--- src/rtl/sram_bridge_v2_pkg.sv ---
// Shared types and helpers for the CPU-side SRAM bridge.
// State encoding, uncached segment value and kseg strip rule.
package sram_bridge_v2_pkg;

  typedef enum logic [2:0] {
    ST_BOOT = 3'd0,
    ST_REQ  = 3'd1,
    ST_D_RD = 3'd2,
    ST_D_WR = 3'd3,
    ST_I_RD = 3'd4,
    ST_DONE = 3'd5
  } state_e;

  localparam logic [2:0] KSEG1_SEG = 3'b101;

  // kseg0/kseg1 both alias the low 512 MB of physical space
  function automatic logic [31:0] kseg_strip(input logic [31:0] a);
    return (a[31:30] == 2'b10) ? {3'b000, a[28:0]} : a;
  endfunction

endpackage

--- src/rtl/sram_bridge_v2_if.sv ---
// Bundle of CPU-side and backend-side signals of the SRAM bridge.
// slave = bridge view, master = CPU core plus backend view.
interface sram_bridge_v2_if #(
  parameter int DATA_W = 32,
  parameter int STRB_W = DATA_W / 8
);

  logic              flush;
  logic              cpu_hold;
  logic [31:0]       inst_cpu_addr;
  logic [DATA_W-1:0] inst_cpu_rdata;
  logic              inst_cpu_stall;
  logic [31:0]       data_cpu_addr;
  logic              data_cpu_ren;
  logic [STRB_W-1:0] data_cpu_wen;
  logic [DATA_W-1:0] data_cpu_wdata;
  logic [DATA_W-1:0] data_cpu_rdata;
  logic              data_cpu_stall;
  logic              inst_be_req;
  logic [31:0]       inst_be_addr;
  logic              inst_be_cached;
  logic              inst_be_ok;
  logic [DATA_W-1:0] inst_be_rdata;
  logic              data_be_req;
  logic [STRB_W-1:0] data_be_wen;
  logic [DATA_W-1:0] data_be_wdata;
  logic [31:0]       data_be_addr;
  logic              data_be_cached;
  logic              data_be_rok;
  logic              data_be_wok;
  logic [DATA_W-1:0] data_be_rdata;

  modport slave (
    input  flush, cpu_hold,
    input  inst_cpu_addr,
    output inst_cpu_rdata, inst_cpu_stall,
    input  data_cpu_addr, data_cpu_ren,
    input  data_cpu_wen, data_cpu_wdata,
    output data_cpu_rdata, data_cpu_stall,
    output inst_be_req, inst_be_addr,
    output inst_be_cached,
    input  inst_be_ok, inst_be_rdata,
    output data_be_req, data_be_wen,
    output data_be_wdata, data_be_addr,
    output data_be_cached,
    input  data_be_rok, data_be_wok,
    input  data_be_rdata
  );

  modport master (
    output flush, cpu_hold,
    output inst_cpu_addr,
    input  inst_cpu_rdata, inst_cpu_stall,
    output data_cpu_addr, data_cpu_ren,
    output data_cpu_wen, data_cpu_wdata,
    input  data_cpu_rdata, data_cpu_stall,
    input  inst_be_req, inst_be_addr,
    input  inst_be_cached,
    output inst_be_ok, inst_be_rdata,
    input  data_be_req, data_be_wen,
    input  data_be_wdata, data_be_addr,
    input  data_be_cached,
    output data_be_rok, data_be_wok,
    output data_be_rdata
  );

endinterface

--- src/rtl/sram_addr_xlate.sv ---
// Virtual-to-physical kseg translation and cacheability flag.
// Purely combinational; one copy per CPU port.
module sram_addr_xlate
  import sram_bridge_v2_pkg::*;
#(
  parameter logic [2:0] UNCACHED_SEG = KSEG1_SEG,
  parameter bit         XLATE_EN     = 1'b1
) (
  input  logic [31:0] vaddr_i,
  output logic [31:0] paddr_o,
  output logic        cached_o
);

  assign paddr_o  = XLATE_EN ? kseg_strip(vaddr_i) : vaddr_i;
  assign cached_o = (vaddr_i[31:29] != UNCACHED_SEG);

endmodule

--- src/rtl/sram_bridge_v2.sv ---
// Serialises an optional data access ahead of each fetch and
// holds results while the pipeline is held or flushed.
module sram_bridge_v2
  import sram_bridge_v2_pkg::*;
#(
  parameter int         DATA_W       = 32,
  parameter int         STRB_W       = DATA_W / 8,
  parameter logic [2:0] UNCACHED_SEG = KSEG1_SEG,
  parameter bit         XLATE_EN     = 1'b1
) (
  input logic             clk,
  input logic             rst,
  sram_bridge_v2_if.slave bus
);

  state_e            state_q, state_d;
  logic              ireq_q, ireq_d;
  logic              dreq_q, dreq_d;
  logic              icached_q, icached_d;
  logic              dcached_q, dcached_d;
  logic              fpend_q, fpend_d;
  logic [STRB_W-1:0] dwen_q, dwen_d;
  logic [DATA_W-1:0] dwdata_q, dwdata_d;
  logic [DATA_W-1:0] ibuf_q, ibuf_d;
  logic [DATA_W-1:0] dbuf_q, dbuf_d;

  logic [31:0]       iaddr_p, daddr_p;
  logic              icached_w, dcached_w;
  logic              busy;
  logic [DATA_W-1:0] ir_o, dr_o;

  sram_addr_xlate #(
    .UNCACHED_SEG(UNCACHED_SEG),
    .XLATE_EN    (XLATE_EN)
  ) u_ixl (
    .vaddr_i (bus.inst_cpu_addr),
    .paddr_o (iaddr_p),
    .cached_o(icached_w)
  );

  sram_addr_xlate #(
    .UNCACHED_SEG(UNCACHED_SEG),
    .XLATE_EN    (XLATE_EN)
  ) u_dxl (
    .vaddr_i (bus.data_cpu_addr),
    .paddr_o (daddr_p),
    .cached_o(dcached_w)
  );

  always_ff @(posedge clk or posedge rst) begin
    if (rst) begin
      state_q   <= ST_BOOT;
      ireq_q    <= 1'b0;
      dreq_q    <= 1'b0;
      icached_q <= 1'b0;
      dcached_q <= 1'b0;
      fpend_q   <= 1'b0;
      dwen_q    <= '0;
      dwdata_q  <= '0;
      ibuf_q    <= '0;
      dbuf_q    <= '0;
    end else begin
      state_q   <= state_d;
      ireq_q    <= ireq_d;
      dreq_q    <= dreq_d;
      icached_q <= icached_d;
      dcached_q <= dcached_d;
      fpend_q   <= fpend_d;
      dwen_q    <= dwen_d;
      dwdata_q  <= dwdata_d;
      ibuf_q    <= ibuf_d;
      dbuf_q    <= dbuf_d;
    end
  end

  always_comb begin
    state_d   = state_q;
    ireq_d    = 1'b0;
    dreq_d    = 1'b0;
    icached_d = icached_q;
    dcached_d = dcached_q;
    fpend_d   = fpend_q;
    dwen_d    = dwen_q;
    dwdata_d  = dwdata_q;
    ibuf_d    = ibuf_q;
    dbuf_d    = dbuf_q;
    unique case (state_q)
      ST_BOOT: state_d = ST_REQ;
      ST_REQ: begin
        if (!bus.flush) begin
          if (bus.data_cpu_ren) begin
            state_d   = ST_D_RD;
            dreq_d    = 1'b1;
            dcached_d = dcached_w;
          end else if (|bus.data_cpu_wen) begin
            state_d   = ST_D_WR;
            dreq_d    = 1'b1;
            dcached_d = dcached_w;
            dwen_d    = bus.data_cpu_wen;
            dwdata_d  = bus.data_cpu_wdata;
          end else begin
            state_d   = ST_I_RD;
            ireq_d    = 1'b1;
            icached_d = icached_w;
          end
        end
      end
      ST_D_RD: begin
        if (bus.data_be_rok) begin
          state_d   = ST_I_RD;
          dbuf_d    = bus.data_be_rdata;
          ireq_d    = 1'b1;
          icached_d = icached_w;
        end
      end
      ST_D_WR: begin
        if (bus.data_be_wok) begin
          state_d   = ST_I_RD;
          dwen_d    = '0;
          ireq_d    = 1'b1;
          icached_d = icached_w;
        end
      end
      ST_I_RD: begin
        if (bus.inst_be_ok) begin
          state_d = ST_DONE;
          ibuf_d  = bus.inst_be_rdata;
        end
      end
      ST_DONE: begin
        if (!bus.cpu_hold) state_d = ST_REQ;
      end
      default: state_d = ST_BOOT;
    endcase
    // a flush never aborts the backend; it only blanks the results
    if (state_q == ST_DONE && !bus.cpu_hold)
      fpend_d = 1'b0;
    else if (bus.flush && state_q inside
             {ST_D_RD, ST_D_WR, ST_I_RD, ST_DONE})
      fpend_d = 1'b1;
  end

  always_comb begin
    busy = 1'b1;
    ir_o = '0;
    dr_o = '0;
    unique case (state_q)
      ST_REQ: busy = !bus.flush;
      ST_DONE: begin
        busy = 1'b0;
        if (!(fpend_q || bus.flush)) begin
          ir_o = ibuf_q;
          dr_o = dbuf_q;
        end
      end
      default: busy = 1'b1;
    endcase
  end

  assign bus.inst_cpu_stall = busy && !rst;
  assign bus.data_cpu_stall = busy && !rst;
  assign bus.inst_cpu_rdata = ir_o;
  assign bus.data_cpu_rdata = dr_o;
  assign bus.inst_be_req    = ireq_q;
  assign bus.inst_be_addr   = iaddr_p;
  assign bus.inst_be_cached = icached_q;
  assign bus.data_be_req    = dreq_q;
  assign bus.data_be_wen    = dwen_q;
  assign bus.data_be_wdata  = dwdata_q;
  assign bus.data_be_addr   = daddr_p;
  assign bus.data_be_cached = dcached_q;

endmodule

--- src/flat_wrapper.sv ---
// flat-port wrapper written by rule: the top's interface ports become plain ports
module sram_bridge_v2_flat import sram_bridge_v2_pkg::*;
#(
  parameter int         DATA_W       = 32,
  parameter int         STRB_W       = DATA_W / 8,
  parameter logic [2:0] UNCACHED_SEG = KSEG1_SEG,
  parameter bit         XLATE_EN     = 1'b1
)
  (clk, rst, bus_flush, bus_cpu_hold, bus_inst_cpu_addr, bus_inst_cpu_rdata, bus_inst_cpu_stall, bus_data_cpu_addr, bus_data_cpu_ren, bus_data_cpu_wen, bus_data_cpu_wdata, bus_data_cpu_rdata, bus_data_cpu_stall, bus_inst_be_req, bus_inst_be_addr, bus_inst_be_cached, bus_inst_be_ok, bus_inst_be_rdata, bus_data_be_req, bus_data_be_wen, bus_data_be_wdata, bus_data_be_addr, bus_data_be_cached, bus_data_be_rok, bus_data_be_wok, bus_data_be_rdata);
  sram_bridge_v2_if #(.DATA_W(DATA_W), .STRB_W(STRB_W)) bus_i ();
  input logic clk;
  input logic rst;
  input wire logic [$bits(bus_i.flush)-1:0] bus_flush;
  input wire logic [$bits(bus_i.cpu_hold)-1:0] bus_cpu_hold;
  input wire logic [$bits(bus_i.inst_cpu_addr)-1:0] bus_inst_cpu_addr;
  output wire logic [$bits(bus_i.inst_cpu_rdata)-1:0] bus_inst_cpu_rdata;
  output wire logic [$bits(bus_i.inst_cpu_stall)-1:0] bus_inst_cpu_stall;
  input wire logic [$bits(bus_i.data_cpu_addr)-1:0] bus_data_cpu_addr;
  input wire logic [$bits(bus_i.data_cpu_ren)-1:0] bus_data_cpu_ren;
  input wire logic [$bits(bus_i.data_cpu_wen)-1:0] bus_data_cpu_wen;
  input wire logic [$bits(bus_i.data_cpu_wdata)-1:0] bus_data_cpu_wdata;
  output wire logic [$bits(bus_i.data_cpu_rdata)-1:0] bus_data_cpu_rdata;
  output wire logic [$bits(bus_i.data_cpu_stall)-1:0] bus_data_cpu_stall;
  output wire logic [$bits(bus_i.inst_be_req)-1:0] bus_inst_be_req;
  output wire logic [$bits(bus_i.inst_be_addr)-1:0] bus_inst_be_addr;
  output wire logic [$bits(bus_i.inst_be_cached)-1:0] bus_inst_be_cached;
  input wire logic [$bits(bus_i.inst_be_ok)-1:0] bus_inst_be_ok;
  input wire logic [$bits(bus_i.inst_be_rdata)-1:0] bus_inst_be_rdata;
  output wire logic [$bits(bus_i.data_be_req)-1:0] bus_data_be_req;
  output wire logic [$bits(bus_i.data_be_wen)-1:0] bus_data_be_wen;
  output wire logic [$bits(bus_i.data_be_wdata)-1:0] bus_data_be_wdata;
  output wire logic [$bits(bus_i.data_be_addr)-1:0] bus_data_be_addr;
  output wire logic [$bits(bus_i.data_be_cached)-1:0] bus_data_be_cached;
  input wire logic [$bits(bus_i.data_be_rok)-1:0] bus_data_be_rok;
  input wire logic [$bits(bus_i.data_be_wok)-1:0] bus_data_be_wok;
  input wire logic [$bits(bus_i.data_be_rdata)-1:0] bus_data_be_rdata;
  assign bus_i.flush = bus_flush;
  assign bus_i.cpu_hold = bus_cpu_hold;
  assign bus_i.inst_cpu_addr = bus_inst_cpu_addr;
  assign bus_inst_cpu_rdata = bus_i.inst_cpu_rdata;
  assign bus_inst_cpu_stall = bus_i.inst_cpu_stall;
  assign bus_i.data_cpu_addr = bus_data_cpu_addr;
  assign bus_i.data_cpu_ren = bus_data_cpu_ren;
  assign bus_i.data_cpu_wen = bus_data_cpu_wen;
  assign bus_i.data_cpu_wdata = bus_data_cpu_wdata;
  assign bus_data_cpu_rdata = bus_i.data_cpu_rdata;
  assign bus_data_cpu_stall = bus_i.data_cpu_stall;
  assign bus_inst_be_req = bus_i.inst_be_req;
  assign bus_inst_be_addr = bus_i.inst_be_addr;
  assign bus_inst_be_cached = bus_i.inst_be_cached;
  assign bus_i.inst_be_ok = bus_inst_be_ok;
  assign bus_i.inst_be_rdata = bus_inst_be_rdata;
  assign bus_data_be_req = bus_i.data_be_req;
  assign bus_data_be_wen = bus_i.data_be_wen;
  assign bus_data_be_wdata = bus_i.data_be_wdata;
  assign bus_data_be_addr = bus_i.data_be_addr;
  assign bus_data_be_cached = bus_i.data_be_cached;
  assign bus_i.data_be_rok = bus_data_be_rok;
  assign bus_i.data_be_wok = bus_data_be_wok;
  assign bus_i.data_be_rdata = bus_data_be_rdata;
  sram_bridge_v2 #(.DATA_W(DATA_W), .STRB_W(STRB_W), .UNCACHED_SEG(UNCACHED_SEG), .XLATE_EN(XLATE_EN)) u_core (.clk(clk), .rst(rst), .bus(bus_i));
endmodule
--- config.mk ---
export PLATFORM = sky130hd
export DESIGN_NAME = sram_bridge_v2_flat
export DESIGN_NICKNAME = d
export VERILOG_FILES = /design/src/rtl/sram_bridge_v2_pkg.sv /design/src/rtl/sram_bridge_v2_if.sv /design/src/rtl/sram_addr_xlate.sv /design/src/rtl/sram_bridge_v2.sv /design/src/flat_wrapper.sv
export SDC_FILE = /design/constraint.sdc
export NUM_CORES = 1
export LEC_CHECK = 0
export BUFFER_PORTS_ARGS = -buffer_cell sky130_fd_sc_hd__buf_2
export CELL_PAD_IN_SITES_DETAIL_PLACEMENT = 1
export CELL_PAD_IN_SITES_GLOBAL_PLACEMENT = 1
export CORE_MARGIN = 4
export CORE_UTILIZATION = 32
export CTS_BUF_LIST = sky130_fd_sc_hd__clkbuf_4 sky130_fd_sc_hd__clkbuf_8
export DETAILED_ROUTE_END_ITERATION = 12
export PLACE_DENSITY_LB_ADDON = 0.1
export SYNTH_ARGS = -nofsm -noshare
export SYNTH_HDL_FRONTEND = slang
export SYNTH_SLANG_ARGS = --single-unit
--- constraint.sdc ---
create_clock -name clk -period 5.5 [get_ports clk]
set_input_delay 1.65 -clock clk [delete_from_list [all_inputs] [get_ports clk]]
set_output_delay 1.65 -clock clk [all_outputs]
set_load 0.01 [all_outputs]
# Yosys cells after proc, flatten, opt, wreduce, memory -nomap -nowiden
# Index checks and enable logic that the tools add are counted.
dict set report word_totals {
  reg_bits 108
  input_bits 172
  out_inout_bits 170
  word_cells 90
}
dict set report op_classes {
  n_eq_ne 17
  mux 40
  bitwise 2
  reduce_logical 21
}
# operator count
set ops {}
lappend ops {{two-way mux 32 bit} 6}
lappend ops {{two-way mux 3 bit} 7}
lappend ops {{two-way mux 1 bit} 18}
lappend ops {{case mux 3 bit (6 select lines)} 1}
lappend ops {{two-way mux 4 bit} 4}
lappend ops {{inequality test 2 bit, second input constant} 7}
lappend ops {{AND reduction 5 bit} 2}
lappend ops {{case mux 4 bit (2 select lines)} 1}
lappend ops {{equality test 3 x 2 -> 1 bit, second input constant} 2}
lappend ops {{equality test 3 bit, second input constant} 2}
lappend ops {{inequality test 3 bit, second input constant} 2}
lappend ops {{case mux 1 bit (3 select lines)} 2}
lappend ops {{AND reduction 6 bit} 1}
lappend ops {{nonzero test 2 bit} 3}
lappend ops {{equality test 2 bit, second input constant} 2}
lappend ops {{AND reduction 2 bit} 2}
lappend ops {{AND reduction 4 bit} 1}
lappend ops {{nonzero test 4 bit} 1}
lappend ops {{OR reduction 4 bit} 1}
lappend ops {{equality test 3 x 1 -> 1 bit, second input constant} 1}
lappend ops {{logical AND 1 bit} 3}
lappend ops {{logical NOT 1 bit} 3}
lappend ops {{logical NOT 3 bit} 1}
lappend ops {{AND reduction 3 bit} 1}
lappend ops {{other kinds (5)} 6}

# Depth between registers and ports, before layout
# Gate-level depths: netlist of run 1.
dict set report logic_depth {
  depth_word 5
  ltp_mapped 5
  depth_no_buf 3
}

# Modules after synthesis
# Synthesis of run 1 repeated with hierarchy kept, for this count alone.
dict set report unflattened {
  hier_cells 400
  hier_area_um2 5233.8
}
# module n_inst cells_each area_each_um2 seq_area_each_um2
set modules_own_cells {}
lappend modules_own_cells {sram_bridge_v2 1 332 4735.8 2702.6}
lappend modules_own_cells {sram_addr_xlate 2 34 249.0 0.0}

# Least setup slack after synthesis of run 1
# Ideal clock, no wire load.
dict set report synth_path {
  path_kind {input -> output}
  start {input bus_flush}
  end {output bus_data_cpu_rdata[0]}
  t_arrival_ns 2.612
  t_required_ns 3.850
  path_slack_ns 1.238
  path_stages 4
  path_buffers 1
  cell_sequence {nor3b_1 -> nor3b_2 -> clkbuf_1 -> and2_1}
}
dict set report synth_via {
  elab_chain_cells 3
}
# element line
set synth_rtl {}
lappend synth_rtl {{start: declaration} flat_wrapper.sv:13} ;# input wire logic [$bits(bus_i.flush)-1:0] bus_flush;
lappend synth_rtl {{logical OR 1 bit} sram_bridge_v2.sv:151} ;# if (!(fpend_q || bus.flush)) begin
lappend synth_rtl {{two-way mux 32 bit} sram_bridge_v2.sv:151}
lappend synth_rtl {{two-way mux 32 bit} sram_bridge_v2.sv:147} ;# unique case (state_q)
lappend synth_rtl {{end: declaration} flat_wrapper.sv:22} ;# output wire logic [$bits(bus_i.data_cpu_rdata)-1:0] bus_data_cpu_rdata;
# No other way between the ends.

# Worst setup path in the final report of run 1
dict set report layout_path {
  start {input bus_flush}
  end {output bus_inst_cpu_rdata[12]}
}
dict set report layout_via {
  elab_chain_cells 3
}
# element line
set layout_rtl {}
lappend layout_rtl {{logical OR 1 bit} sram_bridge_v2.sv:151}
lappend layout_rtl {{two-way mux 32 bit} sram_bridge_v2.sv:151}
lappend layout_rtl {{two-way mux 32 bit} sram_bridge_v2.sv:147}
lappend layout_rtl {{end: declaration} flat_wrapper.sv:16} ;# output wire logic [$bits(bus_i.inst_cpu_rdata)-1:0] bus_inst_cpu_rdata;
# No other way between the ends.

==> summary.md, run 1 <==
| Metric | Value |
|---|---|
| Status | `finished clean` |
| Avg Cell Area, Syn | `between 10 and 15 um2` |
| Clock Latency Late Sink | `approximately 0.37 ns` |
| Final ANT Viol Nets | `0` |
| Top cell by count, worst path | `buf_2` |
| Root buffer cell | `clkbuf_8` |
| DRC Markers | `0` |
| Pwr Total | `0.002915 W` |
| First-pass GRT wire length | `approximately 20 mm` |
| WL/cell | `16.44 um` |
| Worst Skew | `between 0.007 and 0.008 ns` |
| RSZ-0062 raised after global routing | `no` |
| Core Footprint | `~0.016 mm2` |
| CP max-delay cell | `buf_4` |
| Fin crit share | `just over 80%` |
| Slew Limit Fails | `0` |
| Worst relative slew slack | `about a third` |
| Non-Filler Instances | `between 700 and 800` |
| Final nets | `740` |
| Placed insts | `~770` |
| Ys Warns | `0` |
| Maximum clock frequency | `~220 MHz` |
| Total track usage | `between 10 and 15%` |
| Final Hold Fails | `0` |
| 1st-iter DRT viols | `approximately 120` |
| Hold-fix buffer count after cts | `0` |
| Worst reg2reg path depth | `4` |
| DP Wirelength | `9.825 mm` |
| Die Wd | `approximately 140 um` |
| Max FO, Critical Path | `37` |
| Hold WC Path Type | `reg2reg` |
| WHS | `just over 0.5 ns` |
| Die Ht | `about 140 um` |
| Yosys cell types | `39` |
| Crit Path Class | `in2out` |
| Crit-path cells | `buf_2 -> nor3b_1 -> nor3b_4 -> buf_4 -> and2_1 -> buf_2` |
| Clk pin slew, worst setup/hold paths | `0.10 ns` |
| Min-delay src | `u_core.bus.data_be_wen[0]$_DFFE_PP0P_` |
| Clock Tree Buf Depth | `2` |
| Vias in the first global route | `3834` |
| Synth Cell Area | `roughly 0.0053 mm2` |
| PwrDens | `about 460 mW/mm2` |
| # H-tree levels | `3` |
| Setup TNS | `0 ns` |
| I/O pin cnt | `approximately 340` |
| I/O Buffers | `around 230` |
| Final Wtd Congestion | `0.7489` |
| Max-cap viol count | `0` |
| CP arrival | `roughly 2.9 ns` |
| Nature of the critical path startpoint | `primary input` |
| CP Launch Point | `bus_flush` |
| Die Footprint | `approximately 0.019 mm2` |
| WHS Path Cells | `1` |
| CP required | `~3.9 ns` |
| Initial antenna violation count | `0` |
| Max incr delay on CP | `slightly above 0.3 ns` |
| Layout area overhead | `21.21%` |
| Starting density of the core | `about a third` |
| CTS tree | `yes` |
| Leakage | `3.249 nW` |
| FP Rows | `46` |
| Post-CTS sizing | `0` |
| CTS buffer count | `9` |
| Final min period | `~4.6 ns` |
| Routed vias | `approximately 3600` |
| # fillers | `approximately 1800` |
| Post-CTS setup buffer count | `0` |
| Cells after Synth | `a little over 400` |
| Largest net degree at the start of global routing | `42` |
| VDD IR max | `approximately 200 uV` |
| Setup crit end kind | `output port` |
| Reg-to-reg startpoint | `u_core.state_q[1]$_DFFE_PP0P_` |
| Sequential share of the synthesized area | `51.48%` |
| Post-Syn Nets | `between 500 and 600` |
| DR pass1 iterations | `4` |
| Final WL | `about 13 mm` |
| Fraction of layout cells with a size suffix above 1 | `between 60% and 70%` |
| Slew @ Worst Pin | `roughly 1 ns` |
| TritonCTS Sinks | `around 110` |
| Total gr overflow | `0` |
| Final setup violation count | `0` |
| FF+latch count, synth | `approximately 110` |
| Via/cell ratio | `roughly 4.5` |
## cell type report
cell class	instances	area, um2	area share (%)
Sequential cell	108	2703	42.47
Multi-Input combinational cell	211	1992	31.30
Clock inverter	3	20.02	0.3146
Timing Repair Buffer	232	1179	18.52
Clock buffer	13	172.7	2.713
Inverter	6	25.02	0.3932
Antenna cell	1	2.502	0.03932
Tap cell	216	270.3	4.247
## worst max-delay path, delay by kind of cell
kind                   cells  cell delay [ns]
AND/OR/NAND/NOR            3             0.68
buffers and inverters      3             0.58
## state kept, by name, summed over array words and instances, names as in the netlist, 3 cells and up
name                      cells
u_core.ibuf_q                32
u_core.bus.data_be_wdata     32
u_core.dbuf_q                32
u_core.state_q                3
u_core.bus.data_be_wen        4
## routing by layer
metal	GRT usage [%]	vias up	wire, um
met4	5.599	0	252
met3	6.625	29	1627
li1	-	1637	-
met1	17.49	1724	5549
met5	0	-	0
met2	20.34	193	5559
## final timing paths
kind                                                                  to  slack, ns
min in group asynchronous          u_core.bus.inst_be_cached$_DFFE_PP0P_       1.33
max in group asynchronous       u_core.bus.data_be_wdata[15]$_DFFE_PP0P_       3.30
worst max register to register  u_core.bus.data_be_wdata[31]$_DFFE_PP0P_       3.14
worst min-delay path               u_core.bus.data_be_wen[0]$_DFFE_PP0P_       0.50
worst min register to register     u_core.bus.data_be_wen[0]$_DFFE_PP0P_       0.50
worst max-delay path                              bus_inst_cpu_rdata[12]       0.93
## report_power, final
part	total (W)	switching [W]	internal [W]
logic	0.00104	0.000422	0.000614
registers	0.00140	0.000221	0.00118
clock network	0.000476	0.000269	0.000207
## stage by stage
step	util, %	setup WS (ns)	cell area, um2
2_1_floorplan	-	1.004	5250
3_3_place_gp	38.55	0.9539	6168
3_5_place_dp	38.55	0.8979	6168
4_1_cts	39.76	0.8998	6361
5_1_grt	39.76	0.7639	6361
6_report	39.77	0.9328	6364
## cell usage in the layout (no fill, tap or decap), types with 2 or more instances in the layout
master	synthesis	layout
or2_2	2	2
nor2b_1	3	3
a21oi_1	3	3
a22o_1	3	3
dfrtp_1	108	108
mux2_4	30	30
clkinvlp_4	0	2
mux2_2	68	68
buf_4	60	7
buf_2	7	225
a32oi_1	2	2
nor3_1	2	2
clkbuf_8	0	12
o21ai_0	3	3
inv_1	6	5
a21boi_0	3	3
and2_1	67	67
nor2_1	3	3
## cells in the mapped netlist, drive strengths merged
cell type  count  area [um2]
dfrtp        108        2703
mux2          98        1216
buf           70       519.2
and2          67       419.2
clkbuf         9       33.78
inv            6       22.52
a21boi         3       22.52
a21oi          3       15.01
a22o           3       26.28
nor2           3       11.26
nor2b          3       18.77
nor3           3       26.28
nor3b          3       27.52
o21ai          3       15.01
a32oi          2       17.52
or2            2       12.51
a2bb2oi        1       8.760
a31oi          1       6.260
and3           1       6.260
nand2b         1       6.260
nand3          1       5.000
nand4          1       6.260
nor4           1       6.260
nor4b          1       15.01
o21a           1       7.510
o21bai         1       7.510
o221ai         1       8.760
o22a           1       8.760
o22ai          1       6.260
o2bb2ai        1       8.760
o32ai          1       8.760
or3            1       6.260
or4            1       7.510
or4b           1       13.76
## kinds of logic (layout without fill, tap and decap cells)
group | Yosys count | count (layout) | synth area share, %
buf+inv | 85 | 254 | 10.96
other cells | 0 | 1 | 0
compound gates | 23 | 23 | 3.194
flops | 108 | 108 | 51.48
simple gates | 90 | 90 | 11.20
mux | 98 | 98 | 23.16
Note: power is estimated with default switching activity, not from simulation.
==> run 2, diff against run 1 <==
Settings changed: ABC_AREA from default to 1, CORE_UTILIZATION 32 to 31.
Clock period 5.5 ns to 4.6 ns, I/O delays scaled along.
==> run 2 against run 1 <==
Setup slack worse by 0.42 ns. Sequential cell count stayed put. Sequential power is 16% higher. Sequential share of layout area is 1.5 points lower. Critical path depth stayed put. Clock-buffer cell count is 4 lower. Clock power is 42% higher. Design area is 3.5% higher. Utilization is 2.2 points lower. First-iteration DRC count is 27% higher. Critical path type unchanged. Highest routed layer is now met5.
==> summary.md, run 2 <==
| Metric | Value |
|---|---|
| Status | `finished clean` |
| Worst relative slew slack | `34.59% (+1.9 points)` |
| Top cell by count, worst path | `buf_2` |
| VDD IR max | `222.4 uV (+13%)` |
| Final ANT Viol Nets | `0 (unchanged)` |
| Max FO, Critical Path | `46 (+24%)` |
| Reg-to-reg startpoint | `u_core.state_q[1]$_DFFE_PP0P_` |
| Dominant synthesized flop cell | `dfrtp_1` |
| Total gr overflow | `0 (unchanged)` |
| Placed insts | `1049 (+36%)` |
| Fin crit share | `around nine tenths` |
| End of the critical path | `bus_inst_cpu_rdata[9]` |
| Most frequent cells in the layout | `buf_2 (225), nand2_1 (184), dfrtp_1 (108)` |
| Sequential share of the synthesized area | `48.12% (-3.4 points)` |
| Worst reg2reg path depth | `5 (+1)` |
| Share of the synthesized area in the top cell type | `48.12% (-3.4 points)` |
| Worst Skew | `0.01518 ns (+0.007480 ns)` |
| Final Hold Fails | `0 (unchanged)` |
| Layout area overhead | `17.31%` |
| Top delay family on crit path | `buffers and inverters` |
| CP required | `3.22 ns (-0.63 ns)` |
| DR pass1 iterations | `4 (unchanged)` |
| Synth Cell Area | `0.005617 mm2 (+7.0%)` |
| Synth cell count leaders | `nand2_1 (185), dfrtp_1 (108), inv_1 (84)` |
| Maximum clock frequency | `244.7 MHz` |
| Setup crit end kind | `output port` |
| Diode count | `0 (-1)` |
| Non-Filler Instances | `1065 (+35%)` |
| Clock Latency Late Sink | `0.39 ns (+0.02 ns)` |
| Largest net degree at the start of global routing | `65 (+55%)` |
| WP buf/inv | `4 (+1)` |
| CP max-delay cell | `nand2_2` |
| Die Ht | `142.6 um (+4.8%)` |
| 1st-iter DRT viols | `149 (+27%)` |
| Clk pin slew, worst setup/hold paths | `0.10 ns (about the same)` |
| Post-CTS sizing | `0 (unchanged)` |
| Hold WC Path Type | `reg2reg` |
| Vias in the first global route | `5091 (+33%)` |
| Hold-fix buffer count after cts | `0 (unchanged)` |
| Crit Path Class | `in2out` |
| FF+latch count, synth | `108 (unchanged)` |
| Cells after Synth | `689 (+71%)` |
| Yosys cell types | `26 (-33%)` |
| Max-cap viol count | `0 (unchanged)` |
| Share of flip-flops with an asynchronous set or reset | `100.0% (unchanged)` |
| Max incr delay on CP | `0.31 ns (about the same)` |
| Initial antenna violation count | `4 (+4)` |
| Via/cell ratio | `4.535 (about the same)` |
| I/O pin cnt | `342 (unchanged)` |
| Main area contributors after synthesis | `dfrtp_1 (48%), nand2_1 (12%), buf_4 (8.6%), inv_1 (5.6%), o21ai_2 (5.0%)` |
| DRC Markers | `0 (unchanged)` |
| Most common cell in the netlist | `nand2_1` |
| Post-Syn Nets | `861 (+49%)` |
| Die Wd | `142.6 um (+4.8%)` |
| Final min period | `4.087 ns` |
| Core Footprint | `0.01754 mm2 (+9.6%)` |
| Slew Limit Fails | `0 (unchanged)` |
| Leakage | `3.785 nW (+17%)` |
| Clock Tree Buf Depth | `2 (unchanged)` |
| I/O Buffers | `225 (unchanged)` |
| Final setup violation count | `0 (unchanged)` |
| Final Wtd Congestion | `0.7950 (+6.2%)` |
| Stages on worst setup path | `6 (unchanged)` |
| Root buffer cell | `clkbuf_8` |
| Crit-path cells | `buf_2 -> inv_1 -> nand2_2 -> buf_12 -> nor3_1 -> buf_2` |
| Die Footprint | `0.02034 mm2 (+9.8%)` |
| Commonest non-fill, non-tap cell in the layout | `buf_2` |
| First-pass GRT wire length | `25.80 mm (+27%)` |
| Starting density of the core | `32.03% (-0.78 points)` |
| CTS buffer count | `9 (unchanged)` |
| Number of enable flip-flop cells after synthesis | `0 (unchanged)` |
| TritonCTS Sinks | `108 (unchanged)` |
| Avg Cell Area, Syn | `8.152 um2 (-37%)` |
| CP arrival | `2.71 ns (-0.21 ns)` |
| Nature of the critical path startpoint | `primary input` |
| Slew @ Worst Pin | `0.9789 ns (-0.02094 ns)` |
| Fraction of layout cells with a size suffix above 1 | `34.76% (-27 points)` |
| PwrDens | `565.9 mW/mm2 (+24%)` |
| Total track usage | `15.69% (+1.9 points)` |
| Final nets | `1007 (+36%)` |
| FP Rows | `48 (+4.3%)` |
| Ys Warns | `0 (unchanged)` |
| Final WL | `15.95 mm (+23%)` |
| Critical R2R Capture | `u_core.dbuf_q[3]$_DFFE_PP0P_` |
| Setup TNS | `0 ns (unchanged)` |
| RSZ-0062 raised after global routing | `no` |
| DP Wirelength | `12.05 mm (+23%)` |
| CTS tree | `yes` |
| Flop-to-flop setup slack | `2.22 ns (-0.92 ns)` |
| WHS | `0.4799 ns (-0.02398 ns)` |
| Post-CTS setup buffer count | `0 (unchanged)` |
| Area leader, netlist | `dfrtp_1` |
| CP Launch Point | `bus_flush` |
| # H-tree levels | `3 (unchanged)` |
| Pwr Total | `0.003729 W (+28%)` |
| WL/cell | `14.98 um (-8.9%)` |
| Routed vias | `4830 (+35%)` |
run 2: worst reg2reg max path: cells and delay by family (launching register included):
kind | cells | cell delay, ns
buffers and inverters | 1 | 0.50
DFF | 1 | 0.62
and+or+nand+nor | 4 | 1.18
run 2: cell type report:
type / instances / area [um2]
clock buffers: 9 / 123.9
clock inverters: 7 / 108.9
fillers: 2199 / 10950
inverters: 88 / 334.1
multi-input cells: 398 / 1862
flip-flops and latches: 108 / 2703
well taps: 225 / 281.5
repair buffers: 230 / 1176
run 2: where the power goes:
group | switching [W] | leakage [nW] | internal (W)
sequential | 0.000224 | 1.30 | 0.00140
combinational | 0.000913 | 2.37 | 0.000522
clock | 0.000357 | 0.117 | 0.000317
run 2: worst min path at each step:
stage | startpoint | endpoint | slack (ns) | cells past startpoint
2_1_floorplan | u_core.dbuf_q[13]$_DFFE_PP0P_ | u_core.dbuf_q[13]$_DFFE_PP0P_ | 0.43 | 2
3_3_place_gp | u_core.dbuf_q[9]$_DFFE_PP0P_ | u_core.dbuf_q[9]$_DFFE_PP0P_ | 0.45 | 2
3_5_place_dp | u_core.ibuf_q[31]$_DFFE_PP0P_ | u_core.ibuf_q[31]$_DFFE_PP0P_ | 0.45 | 2
4_1_cts | u_core.ibuf_q[31]$_DFFE_PP0P_ | u_core.ibuf_q[31]$_DFFE_PP0P_ | 0.48 | 2
5_1_grt | u_core.ibuf_q[31]$_DFFE_PP0P_ | u_core.ibuf_q[31]$_DFFE_PP0P_ | 0.50 | 2
6_report | u_core.dbuf_q[13]$_DFFE_PP0P_ | u_core.dbuf_q[13]$_DFFE_PP0P_ | 0.48 | 2
run 2: metal layers:
metal / up-vias / global-route usage (%) / routed length [um]
li1: 2330 / - / -
met1: 2275 / 18.79 / 6536
met2: 167 / 26.01 / 7589
met3: 50 / 5.544 / 1386
met4: 8 / 5.853 / 399
met5: - / 0 / 41
run 2: metrics by stage:
step                cell area, um2  utilization (%)  worst slack [ns]
finish                        6589            37.57            0.5128
global route                  6589            37.57            0.3339
CTS                           6589            37.57            0.4663
detailed placement            6356            36.24            0.4678
global placement              6356            36.24            0.5744
floorplan                     5620                -           -0.1207
run 2: kinds of logic (layout without fill, tap and decap cells):
family / count (synthesis) / in the layout / synth area share (%)
buffers and inverters: 183 / 334 / 18.87
flip-flops: 108 / 108 / 48.12
AND/OR/NAND/NOR: 323 / 323 / 24.08
AO/OA/AOI/OAI: 75 / 75 / 8.933
==> run 3, diff against run 2 <==
Settings changed: PLACE_DENSITY from default to 0.85, PLACE_DENSITY_LB_ADDON 0.1 to default.
==> run 3 against run 2 <==
Hold slack better by 0.0014 ns. Sequential share of layout area up 0.18 points. Combinational power is essentially flat. Utilization down 0.16 points. Critical path depth did not move. Maximum frequency rose by 5.8%. Design area is 0.44% lower. Critical endpoint is now bus_inst_cpu_rdata[31]. Largest power group unchanged.
==> summary.md, run 3 (synthesis results as in run 2) <==
| Metric | Value |
|---|---|
| Status | `finished clean` |
| Commonest non-fill, non-tap cell in the layout | `buf_2` |
| Total gr overflow | `0 (unchanged)` |
| Post-CTS sizing | `0 (unchanged)` |
| TritonCTS Sinks | `108 (unchanged)` |
| Worst relative slew slack | `46.67% (+12 points)` |
| Root buffer cell | `clkbuf_8` |
| Flop-to-flop setup slack | `2.65 ns (+0.43 ns)` |
| Clock Tree Buf Depth | `2 (unchanged)` |
| Core Footprint | `0.01754 mm2 (unchanged)` |
| Final setup violation count | `0 (unchanged)` |
| Nature of the critical path startpoint | `primary input` |
| VDD IR max | `218.0 uV (-2.0%)` |
| Die Ht | `142.6 um (unchanged)` |
| Fin util | `37.41% (-0.16 points)` |
| Final min period | `3.864 ns (-0.2235 ns)` |
| Vias in the first global route | `5075 (-0.31%)` |
| Layout area overhead | `16.80%` |
| Crit Path Class | `in2out` |
| Slew Limit Fails | `0 (unchanged)` |
| Final nets | `1008 (+0.099%)` |
| Most frequent cells in the layout | `buf_2 (225), nand2_1 (184), dfrtp_1 (108)` |
| DRC Markers | `0 (unchanged)` |
| Total track usage | `15.96% (+0.27 points)` |
| Routed vias | `4836 (+0.12%)` |
| Sequential Area | `0.002703 mm2 (unchanged)` |
| WHS | `0.4813 ns (+0.001415 ns)` |
| FP Rows | `48 (unchanged)` |
| Leakage | `3.769 nW (-0.42%)` |
| Setup crit end kind | `output port` |
| First-pass GRT wire length | `25.85 mm (+0.19%)` |
| Die Wd | `142.6 um (unchanged)` |
| Clk pin slew, worst setup/hold paths | `0.10 ns (about the same)` |
| PwrDens | `559.9 mW/mm2 (-1.1%)` |
| I/O Buffers | `225 (unchanged)` |
| WL/cell | `15.35 um (+2.4%)` |
| Max-cap viol count | `0 (unchanged)` |
| CTS buffer count | `9 (unchanged)` |
| Final Wtd Congestion | `0.8238 (+3.6%)` |
| Largest net degree at the start of global routing | `65 (unchanged)` |
| Fraction of layout cells with a size suffix above 1 | `34.84% (+0.078 points)` |
| CP required | `3.22 ns (about the same)` |
| Area of the multi-input gates | `0.001862 mm2 (unchanged)` |
| Max FO, Critical Path | `63 (+37%)` |
| Final Hold Fails | `0 (unchanged)` |
| Slew @ Worst Pin | `0.8000 ns (-0.1789 ns)` |
| Worst Skew | `0.02036 ns (+0.005178 ns)` |
| I/O pin cnt | `342 (unchanged)` |
| Maximum clock frequency | `258.8 MHz (+5.8%)` |
| # fillers | `2215 (+0.73%)` |
| DP Wirelength | `12.23 mm (+1.4%)` |
| Final WL | `16.36 mm (+2.5%)` |
| Hold WC Path Type | `reg2reg` |
| CP arrival | `2.48 ns (-0.23 ns)` |
| 1st-iter DRT viols | `143 (-4.0%)` |
| Starting density of the core | `32.03% (unchanged)` |
| # H-tree levels | `3 (unchanged)` |
| Via/cell ratio | `4.537 (about the same)` |
| DR pass1 iterations | `4 (unchanged)` |
| Diode count | `0 (unchanged)` |
| Die Footprint | `0.02034 mm2 (unchanged)` |
| Final ANT Viol Nets | `0 (unchanged)` |
| Clock Latency Late Sink | `0.38 ns (about the same)` |
| CTS tree | `yes` |
| RSZ-0062 raised after global routing | `no` |
| Hold-fix buffer count after cts | `0 (unchanged)` |
| Fin crit share | `83.99% (-4.9 points)` |
| Initial antenna violation count | `0 (-4)` |
| Setup TNS | `0 ns (unchanged)` |
| Post-CTS setup buffer count | `0 (unchanged)` |
==> run 3: cell types whose count changed in the layout (fill, tap and decap cells not counted), sizes merged <==
cell,delta
clkinvlp,+2
buf,+1
bufinv,-1
clkinv,-1
==> run 3: layout make-up <==
type | count | share of cell area, %
flip-flops and latches | 108 | 41.20
clock inverters | 7 | 1.106
inverters | 88 | 5.092
clock buffers | 9 | 1.888
well taps | 225 | 4.291
multi-input cells | 398 | 28.38
repair buffers | 231 | 18.04
==> run 3: per-stage QoR <==
| stage | cells | power (W) | setup slack (ns) | instance area [um2] |
|---|---|---|---|---|
| finish | 1066 | 0.003673 | 0.7363 | 6560 |
| global route | 1066 | 0.004010 | 0.6711 | 6560 |
| CTS | 1066 | 0.003749 | 0.7667 | 6560 |
| detailed placement | 1050 | 0.003120 | 0.7742 | 6364 |
| global placement | 1050 | 0.003037 | 0.8445 | 6364 |
| floorplan | 689 | 0.002686 | -0.1207 | 5620 |
==> run 3: worst paths after layout <==
path,cells past startpoint,start,endpoint
max,6,bus_flush,bus_inst_cpu_rdata[31]
min in group asynchronous,3,rst,u_core.dbuf_q[18]$_DFFE_PP0P_
min,2,u_core.dbuf_q[20]$_DFFE_PP0P_,u_core.dbuf_q[20]$_DFFE_PP0P_
max reg2reg,4,u_core.state_q[1]$_DFFE_PP0P_,u_core.ibuf_q[11]$_DFFE_PP0P_
min reg2reg,2,u_core.dbuf_q[20]$_DFFE_PP0P_,u_core.dbuf_q[20]$_DFFE_PP0P_
max in group asynchronous,4,rst,u_core.ibuf_q[16]$_DFFE_PP0P_
==> run 3: power breakdown <==
group / total (W) / switching (W) / internal (W)
Clock: 0.000605 / 0.000350 / 0.000254
Sequential: 0.00163 / 0.000230 / 0.00140
Combinational: 0.00144 / 0.000919 / 0.000523
==> run 3: routing by layer <==
layer,GRT usage [%],wire length (um),vias to the layer above
met3,5.578,1636,34
li1,-,-,2331
met1,18.17,6397,2280
met2,27.55,7903,191
met5,0,0,-
met4,6.103,420,0
==> run 3: critical path, stage by stage <==
cell and delay (ns):
buf_2 0.12, inv_1 0.17, nand2_2 0.12, buf_12 0.18, nor3b_1 0.27, buf_2 0.17
